**config.mk**
```make
export PLATFORM = sky130hd
export DESIGN_NAME = rv64g_l2_victim_ctrl
export DESIGN_NICKNAME = d
export VERILOG_FILES = /design/src/rtl/rv64g_l2_pkg.sv /design/src/rtl/rv64g_l2_victim_ctrl.sv
export SDC_FILE = /design/constraint.sdc
export NUM_CORES = 1
export LEC_CHECK = 0
export BUFFER_PORTS_ARGS = -buffer_cell sky130_fd_sc_hd__buf_2
export CAP_MARGIN = 20
export CORE_MARGIN = 2
export CORE_UTILIZATION = 42
export CTS_BUF_LIST = sky130_fd_sc_hd__clkbuf_16
export DETAILED_ROUTE_END_ITERATION = 10
export HOLD_SLACK_MARGIN = 0.05
export PLACE_DENSITY = 0.92
export SETUP_SLACK_MARGIN = 0.15
export SLEW_MARGIN = 25
export SYNTH_ARGS = -nofsm -noshare
export SYNTH_HDL_FRONTEND = slang
export SYNTH_SLANG_ARGS = --single-unit
```
**constraint.sdc**
```tcl
create_clock -name clk_i -period 1.6 [get_ports clk_i]
set_input_delay 0.08 -clock clk_i [delete_from_list [all_inputs] [get_ports clk_i]]
set_output_delay 0.08 -clock clk_i [all_outputs]
set_load 0.01 [all_outputs]
```
**src/rtl/rv64g_l2_pkg.sv**
```systemverilog
// rtl/rv64g_l2_pkg.sv - shared L2 geometry constants and victim sequencer state encoding
package rv64g_l2_pkg;

    localparam int NUM_WAYS = 16;
    localparam int NUM_SETS = 256;
    localparam int SET_W    = 8;
    localparam int WAY_W    = 4;

    typedef enum logic [2:0] {
        ST_IDLE  = 3'd0,
        ST_TAGRD = 3'd1,
        ST_SEL   = 3'd2,
        ST_WB    = 3'd3,
        ST_ALLOC = 3'd4,
        ST_TOUCH = 3'd5
    } victim_state_e;

    // A victim needs a writeback only when it holds live modified data;
    // a stale dirty bit on an invalid way is ignored.
    function automatic logic victim_needs_wb(input logic [NUM_WAYS-1:0] valid,
                                             input logic [NUM_WAYS-1:0] dirty,
                                             input logic [WAY_W-1:0]    way);
        return valid[way] & dirty[way];
    endfunction

endpackage

```
**src/rtl/rv64g_l2_victim_ctrl.sv**
```systemverilog
// rtl/rv64g_l2_victim_ctrl.sv - per-miss victim selection, writeback and allocation sequencer
//
// Purpose: accepts one L2 miss at a time, reads the set's valid/dirty masks,
// takes the victim way from the external PLRU unit, issues a writeback when the
// victim is valid and dirty, grants the way to the refill path and finally marks
// it MRU. Also shares the PLRU's single set/access port with hit-path touches.
//
// Ports:
//   clk_i, rst_ni                       clock, async active-low reset
//   miss_valid_i/miss_ready_o/miss_set_i  miss allocation request
//   hit_valid_i/hit_ready_o/hit_set_i/hit_way_i  hit-path PLRU touch
//   tag_rd_o/tag_set_o                  tag/state read; masks return next cycle
//   tag_valid_i/tag_dirty_i             valid and dirty masks of the read set
//   plru_set_o/plru_access_o/plru_used_way_o/plru_valid_o  PLRU port
//   plru_victim_i                       PLRU combinational victim for plru_set_o
//   wb_valid_o/wb_ready_i/wb_set_o/wb_way_o         writeback request
//   alloc_valid_o/alloc_ready_i/alloc_set_o/alloc_way_o  refill grant
module rv64g_l2_victim_ctrl
    import rv64g_l2_pkg::*;
(
    input  logic                clk_i,
    input  logic                rst_ni,
    input  logic                miss_valid_i,
    output logic                miss_ready_o,
    input  logic [SET_W-1:0]    miss_set_i,
    input  logic                hit_valid_i,
    output logic                hit_ready_o,
    input  logic [SET_W-1:0]    hit_set_i,
    input  logic [WAY_W-1:0]    hit_way_i,
    output logic                tag_rd_o,
    output logic [SET_W-1:0]    tag_set_o,
    input  logic [NUM_WAYS-1:0] tag_valid_i,
    input  logic [NUM_WAYS-1:0] tag_dirty_i,
    output logic [SET_W-1:0]    plru_set_o,
    output logic                plru_access_o,
    output logic [WAY_W-1:0]    plru_used_way_o,
    output logic [NUM_WAYS-1:0] plru_valid_o,
    input  logic [WAY_W-1:0]    plru_victim_i,
    output logic                wb_valid_o,
    input  logic                wb_ready_i,
    output logic [SET_W-1:0]    wb_set_o,
    output logic [WAY_W-1:0]    wb_way_o,
    output logic                alloc_valid_o,
    input  logic                alloc_ready_i,
    output logic [SET_W-1:0]    alloc_set_o,
    output logic [WAY_W-1:0]    alloc_way_o
);

    victim_state_e       state_q, state_d;
    logic [SET_W-1:0]    set_q, set_d;
    logic [WAY_W-1:0]    way_q, way_d;
    logic [NUM_WAYS-1:0] vmask_q, vmask_d;
    logic [NUM_WAYS-1:0] dirty_q, dirty_d;
    logic                hit_ready;

    always_ff @(posedge clk_i or negedge rst_ni) begin
        if (!rst_ni) begin
            state_q <= ST_IDLE;
            set_q   <= '0;
            way_q   <= '0;
            vmask_q <= '0;
            dirty_q <= '0;
        end else begin
            state_q <= state_d;
            set_q   <= set_d;
            way_q   <= way_d;
            vmask_q <= vmask_d;
            dirty_q <= dirty_d;
        end
    end

    always_comb begin
        state_d         = state_q;
        set_d           = set_q;
        way_d           = way_q;
        vmask_d         = vmask_q;
        dirty_d         = dirty_q;
        miss_ready_o    = 1'b0;
        hit_ready       = 1'b1;
        tag_rd_o        = 1'b0;
        wb_valid_o      = 1'b0;
        alloc_valid_o   = 1'b0;
        plru_access_o   = 1'b0;
        plru_set_o      = set_q;
        plru_used_way_o = way_q;
        plru_valid_o    = vmask_q;

        unique case (state_q)
            ST_IDLE: begin
                miss_ready_o = 1'b1;
                if (miss_valid_i) begin
                    set_d   = miss_set_i;
                    state_d = ST_TAGRD;
                end
            end
            ST_TAGRD: begin
                tag_rd_o = 1'b1;
                state_d  = ST_SEL;
            end
            ST_SEL: begin
                // The PLRU port is ours this cycle: it sees the freshly read
                // valid mask so it can pick an invalid way first.
                hit_ready    = 1'b0;
                plru_valid_o = tag_valid_i;
                vmask_d      = tag_valid_i;
                dirty_d      = tag_dirty_i;
                way_d        = plru_victim_i;
                state_d      = victim_needs_wb(tag_valid_i, tag_dirty_i, plru_victim_i)
                             ? ST_WB : ST_ALLOC;
            end
            ST_WB: begin
                wb_valid_o = 1'b1;
                if (wb_ready_i) state_d = ST_ALLOC;
            end
            ST_ALLOC: begin
                alloc_valid_o = 1'b1;
                if (alloc_ready_i) state_d = ST_TOUCH;
            end
            ST_TOUCH: begin
                hit_ready       = 1'b0;
                plru_access_o   = 1'b1;
                plru_used_way_o = way_q;
                state_d         = ST_IDLE;
            end
            default: state_d = ST_IDLE;
        endcase

        // Hit touches borrow the PLRU port whenever the sequencer does not own it.
        if (hit_ready && hit_valid_i) begin
            plru_access_o   = 1'b1;
            plru_set_o      = hit_set_i;
            plru_used_way_o = hit_way_i;
        end
    end

    assign hit_ready_o = hit_ready;
    assign tag_set_o   = set_q;
    assign wb_set_o    = set_q;
    assign wb_way_o    = way_q;
    assign alloc_set_o = set_q;
    assign alloc_way_o = way_q;

endmodule

```
Word level (Yosys, flattened, before mapping) --
Index checks and enable logic that the tools add are counted.
Cells by class: reductions and logical operators 5, magnitude comparators 1, bitwise logic cells 1, multiplexer cells 19, equality and inequality tests 8
Operator list (number):
- $mux W16 | 1
- $pmux W3 S5 | 1
- $mux W3 | 4
- $mux W1 | 9
- $bmux W1 S4 | 2
- $mux W8 | 1
- $eq A3 B2 Y1 const B | 2
- $eq A3 B3 Y1 const B | 2
- $ne A2 B2 Y1 const B | 3
- $lt A4 B5 Y1 const B | 1
- $mux W4 | 1
- $eq A3 B1 Y1 const B | 1
- $logic_not A3 Y1 | 1
- $reduce_and A3 Y1 | 1
- $reduce_and A2 Y1 | 1
- $reduce_or A2 Y1 | 1
- $and A1 B1 Y1 | 1
- $logic_and A1 B1 Y1 | 1
Word-level totals: bits in registers 31, word-level logic and storage cells 38, output and inout bits 66, bits of input ports 62

Logic depth before layout (Yosys ltp) --
Gate-level depths: netlist (run 1).
depth after elaboration 5, depth in mapped cells 6, gate-level depth less buffers 5

Worst setup path after synthesis (run 1) --
Ideal clock, no wire load.
kind reg2reg, start point reg state_q[0], end point reg set_q[0], in the netlist alloc_set_o[0], setup time 127 ps, period minus slack after synthesis 1621 ps, data arrival time 1494 ps, slack -21 ps, required time 1473 ps, cell stages (with the launch flop) 6, buffers on the path 2, path through dfrtp_1 buf_2 nor3_1 and2_1 buf_4 mux2_1
Between the ends: cells in the longest elaborated chain, start to end 2
Ends and longest elaborated chain:
- start, declared | RTL line rv64g_l2_victim_ctrl.sv:49 | victim_state_e state_q, state_d;
- start signal, assigned | RTL line rv64g_l2_victim_ctrl.sv:64 | state_q <= state_d;
- $logic_not A3 Y1 | RTL line rv64g_l2_victim_ctrl.sv:88 | unique case (state_q)
- $reduce_and A2 Y1 (no source line)
- end signal, assigned | RTL line rv64g_l2_victim_ctrl.sv:65 | set_q <= set_d;
- end, declared | RTL line rv64g_l2_victim_ctrl.sv:50 | logic [SET_W-1:0] set_q, set_d;
No other way between the ends. A chain may end at the register's enable or synchronous reset.

Worst setup path in the final report (run 1) --
start point reg state_q[2], end point out plru_valid_o[2]
Between the ends: cells in the longest elaborated chain, start to end 2
Ends and longest elaborated chain:
- $eq A3 B2 Y1 | RTL line rv64g_l2_victim_ctrl.sv:88
- $mux W16 | RTL line rv64g_l2_victim_ctrl.sv:88
- end, declared | RTL line rv64g_l2_victim_ctrl.sv:37 | output logic [NUM_WAYS-1:0] plru_valid_o,
No other way between the ends.

==> impl_metrics.json, run 1 <==
{
  "outcome": "complete, but fails checks",
  "violations": "negative setup slack",
  "grt_overflow": 0,
  "insertion_delay_ns": 0.27,
  "setup_ws_ns": -0.148,
  "crit_path_frequent_cell": "buf_6",
  "cts_max_path_buffers": 2,
  "avgSynthCellArea_um2": 11.9,
  "multi_input_comb_area_um2": 1030,
  "io_pins": 128,
  "yosys_warnings": 0,
  "fmaxAchievable_mhz": 572,
  "diodes": 0,
  "cpPeakStageDelay_ns": 0.39,
  "grt_pass1_wl_mm": 9.14,
  "cts.sinks": 31,
  "cp.required_ns": 1.52,
  "critPathMaxFanout": 8,
  "final_nets": 357,
  "synth_nets": 221,
  "drc": 0,
  "die_y_um": 71.2,
  "grt_start_max_net_pins": 32,
  "slew_headroom": 0.530,
  "start_util": 0.436,
  "drv_cap": 0,
  "drive_above_1_share": 0.675,
  "vdd_drop_max_mv": 1.09,
  "numPlacedInstances": 317,
  "grt_pass1_vias": 1814,
  "track_usage": 0.234,
  "setup_violations": 37,
  "start_kind": "flop",
  "arrival_ns": 1.67,
  "regArea_um2": 777,
  "cts_max_level": 2,
  "period_minus_slack_ns": 1.75,
  "end_kind": "output pin",
  "period_share": 1.09,
  "antenna_found_initial": 0,
  "hold_viol_final": 0,
  "routedWlPerCell_um": 17.0,
  "ys_types": 38,
  "syn_area_um2": 1900,
  "stdcell_count": 347,
  "finClkSkew_ns": 0.00303,
  "path_class": "reg2out",
  "dr.pass1.iters": 4,
  "syn_inst": 159,
  "power.leakage_nw": 1.62,
  "cp_slowest_cell": "dfrtp_1",
  "fillers": 289,
  "tightest_slew_ns": 0.705,
  "core_area_um2": 4350,
  "area_delta_synth_final_pct": 64.6,
  "maxSlewViolCount": 0,
  "cts_buffers": 5,
  "rsz0062_at_grt": "yes",
  "wl_mm": 5.89,
  "cts_tree": "yes",
  "place_area_um2": 2500,
  "cp_cell_sequence": "nand2b_4 -> nor2_4 -> buf_6 -> buf_12 -> mux2_4 -> buf_6",
  "drt_iter0_drc": 84,
  "post-dp-hpwl_mm": 3.75,
  "vias": 1750,
  "stdcell_area_um2": 3120,
  "p_per_area_nw_per_um2": 2040,
  "die_area_um2": 5070,
  "gp_congestion": 0.740,
  "synth-seq-area-share": 0.409,
  "hp-class": "in2reg",
  "fp.dieW_um": 71.2,
  "io_buffers": 127,
  "viasPerCell": 5.04,
  "ys_ff_latch": 31,
  "clk_pin_slew_ns": 0.05,
  "ant_nets": 0,
  "row_count": 24,
  "cts_root_buf": "clkbuf_16"
}
==> stage by stage <==
step	total power [mW]	utilization	hold WS (ns)	worst slack, ns	TNS (ns)
6_report	6.37	0.717	0.0424	-0.148	-4.11
5_1_grt	6.71	0.717	0.0534	-0.205	-6.28
4_1_cts	6.13	0.698	0.0593	-0.142	-3.44
3_5_place_dp	4.30	0.575	0.177	0.0592	0
3_3_place_gp	4.22	0.575	0.161	0.100	0
2_1_floorplan	3.48	-	-0.216	0.0865	0
==> final cells by class <==
type / count / area share
clock buffers: 5 / 0.0401
clock inverters: 2 / 0.00280
inverters: 2 / 0.00240
multi-input cells: 100 / 0.331
flip-flops and latches: 31 / 0.249
well taps: 52 / 0.0208
repair buffers: 155 / 0.354
==> layer usage <==
metal / track usage / vias to the layer above / part of all wire
li1: - / 819 / -
met1: 0.278 / 840 / 0.40
met2: 0.418 / 87 / 0.52
met3: 0.0670 / 4 / 0.074
met4: 0.0503 / 0 / 0.0041
met5: 0 / - / 0
==> cell families (layout without fill, tap and decap cells) <==
group | Yosys count | after routing | share of synthesized area
buffers and inverters | 29 | 164 | 0.112
muxes | 40 | 40 | 0.257
and+or+nand+nor | 41 | 42 | 0.152
DFF | 31 | 31 | 0.409
AOI/OAI and AO/OA | 18 | 18 | 0.0706
==> report_power, final <==
part	total [mW]	switching [mW]	internal (mW)	leakage, nW
Combinational	4.00	1.65	2.35	1.19
Clock	0.866	0.309	0.557	0.0671
Sequential	1.50	0.315	1.19	0.368
Total	6.37	2.27	4.09	1.62
==> cells in the final DEF, fill, tap and decap left out, types with 2 or more instances in the layout <==
cell	instances
dlygate4sd3_1	8
or2_1	2
buf_6	33
mux2_4	28
a211oi_1	2
buf_2	99
o21ai_0	5
nand3b_4	2
and3b_1	2
clkbuf_16	5
nand3_1	7
buf_12	2
and2_4	2
mux2_1	11
nand2_4	2
o31ai_4	2
and4b_1	2
nor2_1	2
dfrtp_1	30
nand2_1	8
inv_1	2
buf_4	12
a21oi_1	3
==> flip-flops by register name (all words and copies together), names as in the netlist <==
signal and cells:
alloc_way_o 4, vmask_q 16, state_q 3, alloc_set_o 8
==> synth_stat cells <==
cell type / count / area (um^2)
mux2_1: 15 / 169
and2b_1: 1 / 7.51
inv_1: 2 / 7.51
mux2_4: 10 / 150
nand3b_4: 2 / 40.0
nand3_1: 7 / 35.0
nor3_1: 2 / 10.0
or4_4: 1 / 11.3
mux2i_1: 1 / 10.0
o211ai_1: 1 / 7.51
a21oi_1: 3 / 15.0
o311ai_1: 1 / 8.76
buf_2: 2 / 10.0
o21ai_0: 5 / 25.0
nand3b_1: 1 / 7.51
nor3b_1: 1 / 7.51
nand2_1: 8 / 30.0
and3b_1: 2 / 17.5
nor2b_1: 2 / 12.5
a211oi_1: 2 / 15.0
nand2_4: 1 / 11.3
and4bb_1: 1 / 12.5
mux2_2: 14 / 158
buf_6: 2 / 22.5
and3_1: 1 / 6.26
and2_1: 2 / 12.5
and4b_1: 2 / 20.0
or2_1: 3 / 18.8
nand2b_2: 1 / 8.76
dfrtp_1: 31 / 776
a21oi_4: 1 / 16.3
a21oi_2: 1 / 8.76
a311o_1: 1 / 10.0
a22oi_2: 1 / 12.5
buf_4: 23 / 173
o31ai_1: 2 / 15.0
nor2_4: 1 / 11.3
nor2_1: 2 / 7.51
==> critical path: cells and delay by family (launching register included) <==
kind,cells,cell delay [ns]
buffers and inverters,3,0.38
DFF,1,0.39
muxes,1,0.32
and+or+nand+nor,2,0.30
==> final timing paths <==
check | start | end | slack, ns | cells past startpoint
worst max-delay path | state_q[2] | plru_valid_o[2] | -0.15 | 6
worst min-delay path | miss_set_i[3] | alloc_set_o[3] | 0.04 | 2
worst max register to register | state_q[1] | alloc_set_o[5] | -0.07 | 6
worst min register to register | vmask_q[6] | vmask_q[6] | 0.50 | 1
max in group asynchronous | rst_ni | state_q[0] | 0.70 | 2
min in group asynchronous | rst_ni | alloc_set_o[7] | 0.41 | 2
==> repair_timing <==
item,4_1_cts,5_1_grt
pin swaps,3,2
hold endpoints to repair,38,0
resized for setup,47,7
gates cloned,2,0
endpoints found under the setup margin,36,41
setup buffers,7,6
hold buffers,8,0
Power figures use the tool's default switching activity.
==> run 2: changes to the inputs <==
--- a/config.mk
+++ b/config.mk
@@ -8,11 +8,12 @@
 export BUFFER_PORTS_ARGS = -buffer_cell sky130_fd_sc_hd__buf_2
 export CAP_MARGIN = 20
 export CORE_MARGIN = 2
-export CORE_UTILIZATION = 42
-export CTS_BUF_LIST = sky130_fd_sc_hd__clkbuf_16
+export CORE_UTILIZATION = 43
+export CTS_BUF_LIST = sky130_fd_sc_hd__clkbuf_8
 export DETAILED_ROUTE_END_ITERATION = 10
+export GPL_ROUTABILITY_DRIVEN = 0
 export HOLD_SLACK_MARGIN = 0.05
-export PLACE_DENSITY = 0.92
+export PLACE_DENSITY = 0.93
 export SETUP_SLACK_MARGIN = 0.15
 export SLEW_MARGIN = 25
 export SYNTH_ARGS = -nofsm -noshare
==> constraint.sdc (replaced) <==
create_clock -name clk_i -period 1.6 [get_ports clk_i]
set_input_delay 0.08 -clock clk_i [delete_from_list [all_inputs] [get_ports clk_i]]
set_output_delay 0.08 -clock clk_i [all_outputs]
set_load 0.005 [all_outputs]
==> impl_metrics.json, run 2 (synthesized netlist as in run 1, its figures left out) <==
{
  "vias": 1715,
  "die_y_um": 70.4,
  "layout_common_cells": "102 x buf_2, 29 x dfrtp_1, 29 x buf_6",
  "path_buf_inv": 2,
  "drc": 0,
  "maxSlewViolCount": 0,
  "finClkSkew_ns": 0.00529,
  "reg2reg_from": "state_q[0]",
  "io_buffers": 127,
  "min-delay-start": "tag_valid_i[8]",
  "p_clk_frac": 0.103,
  "fp.dieW_um": 70.4,
  "grt_pass1_wl_mm": 8.20,
  "violations": "negative setup slack",
  "p_switching_mw": 1.76,
  "cpPeakStageDelay_ns": 0.46,
  "dr.pass1.iters": 4,
  "r2r_slack_ns": 0.11,
  "drive_above_1_share": 0.667,
  "clk_pin_slew_ns": 0.06,
  "diodes": 0,
  "io_pins": 128,
  "hp-class": "in2reg",
  "cts_max_path_buffers": 2,
  "grt_start_max_net_pins": 32,
  "cp.required_ns": 1.52,
  "fin_setup_tns_ns": -3.18,
  "start_kind": "flop",
  "outcome": "complete, but fails checks",
  "whs_ns": 0.0625,
  "period_minus_slack_ns": 1.75,
  "antenna_found_initial": 0,
  "crit_path_frequent_cell": "buf_6",
  "stdcell_area_um2": 2970,
  "p_int_mw": 3.55,
  "cts_max_level": 2,
  "period_share": 1.10,
  "setup_violations": 26,
  "cp_cell_sequence": "buf_6 -> a21oi_4 -> nand2_8 -> mux2_4 -> buf_6",
  "slew_headroom": 0.530,
  "cp_slowest_cell": "dfrtp_2",
  "cts_root_buf": "clkbuf_8",
  "grt_overflow": 0,
  "fmaxAchievable_mhz": 570,
  "start_util": 0.442,
  "area_delta_synth_final_pct": 56.5,
  "vdd_drop_max_mv": 0.808,
  "cts_buffers": 5,
  "routedWlPerCell_um": 15.5,
  "path_class": "reg2out",
  "end_kind": "output pin",
  "crit_family": "flip-flops",
  "pwr-share-seq": 0.279,
  "grt_pass1_vias": 1732,
  "largest_reg_flops": 16,
  "rsz0062_at_grt": "yes",
  "row_count": 24,
  "p_per_area_nw_per_um2": 1790,
  "critPathMaxFanout": 12,
  "insertion_delay_ns": 0.28,
  "cts_tree": "yes",
  "power.leakage_nw": 1.54,
  "cp.depth": 5,
  "tightest_slew_ns": 0.706,
  "drt_iter0_drc": 31,
  "largest_register": "vmask_q",
  "post-dp-hpwl_mm": 3.73,
  "track_usage": 0.213,
  "viasPerCell": 5.04,
  "final_common_cell": "buf_2",
  "r2r-end": "alloc_set_o[6]",
  "ant_nets": 0,
  "r2r_cells": 4,
  "hold_viol_final": 0,
  "arrival_ns": 1.67,
  "die_area_um2": 4960,
  "final_nets": 351,
  "core_area_um2": 4290,
  "switching_share": 0.331,
  "wl_mm": 5.28,
  "holdPathStages": 2,
  "setup_ws_ns": -0.154,
  "combPwrFrac": 0.617,
  "place_area_um2": 2470,
  "drv_cap": 0,
  "min_to": "vmask_q[8]",
  "cts.sinks": 31
}
[run 2: changes by cell type in the layout (fill, tap and decap cells not counted), sizes merged]
cell | previous run | this run
nand2 | 10 | 9
clkinv | 2 | 0
dlygate4sd3 | 8 | 10
buf | 147 | 140
inv | 2 | 3
[run 2: through the flow]
step	worst slack, ns	cells	power, mW	util
2_1_floorplan	0.0983	159	3.02	-
3_3_place_gp	0.112	319	3.76	0.575
3_5_place_dp	0.0531	319	3.85	0.575
4_1_cts	-0.179	337	5.14	0.672
5_1_grt	-0.235	340	5.66	0.691
6_report	-0.154	340	5.31	0.691
[run 2: final cells by class]
class	instances	area, um^2
sequential	31	778
clock buffer	5	68.8
fill	324	1330
clock inverter	1	3.75
inverter	2	7.51
tap	52	65.1
timing repair buffer	150	1020
multi-input combinational	99	1020
[run 2: worst max-delay path by stage]
stage	startpoint	end
floorplan	state_q[0]	alloc_set_o[0]
global route	state_q[2]	plru_valid_o[6]
detailed placement	state_q[1]	plru_used_way_o[3]
finish	state_q[0]	plru_set_o[5]
global placement	state_q[1]	plru_used_way_o[3]
CTS	state_q[2]	plru_used_way_o[3]
[run 2: per-layer routing]
layer / GRT usage / part of all wire
met5: 0 / 0
met4: 0.0641 / 0.0079
met3: 0.0722 / 0.097
met2: 0.394 / 0.52
met1: 0.227 / 0.37
[run 2: what timing repair did]
action,in CTS,in global routing
endpoints found under the hold margin,40,0
buffers inserted,2,3
endpoints found under the setup margin,45,40
pin swaps,2,0
resized for setup,48,12
hold buffers,10,0
[run 2: power by group through the flow]
stage / Combinational (mW) / Clock (mW) / Sequential [mW]
2_1_floorplan: 1.60 / 0 / 1.42
3_3_place_gp: 2.32 / 0 / 1.44
3_5_place_dp: 2.38 / 0 / 1.48
4_1_cts: 3.09 / 0.577 / 1.48
5_1_grt: 3.50 / 0.621 / 1.54
6_report: 3.28 / 0.548 / 1.48
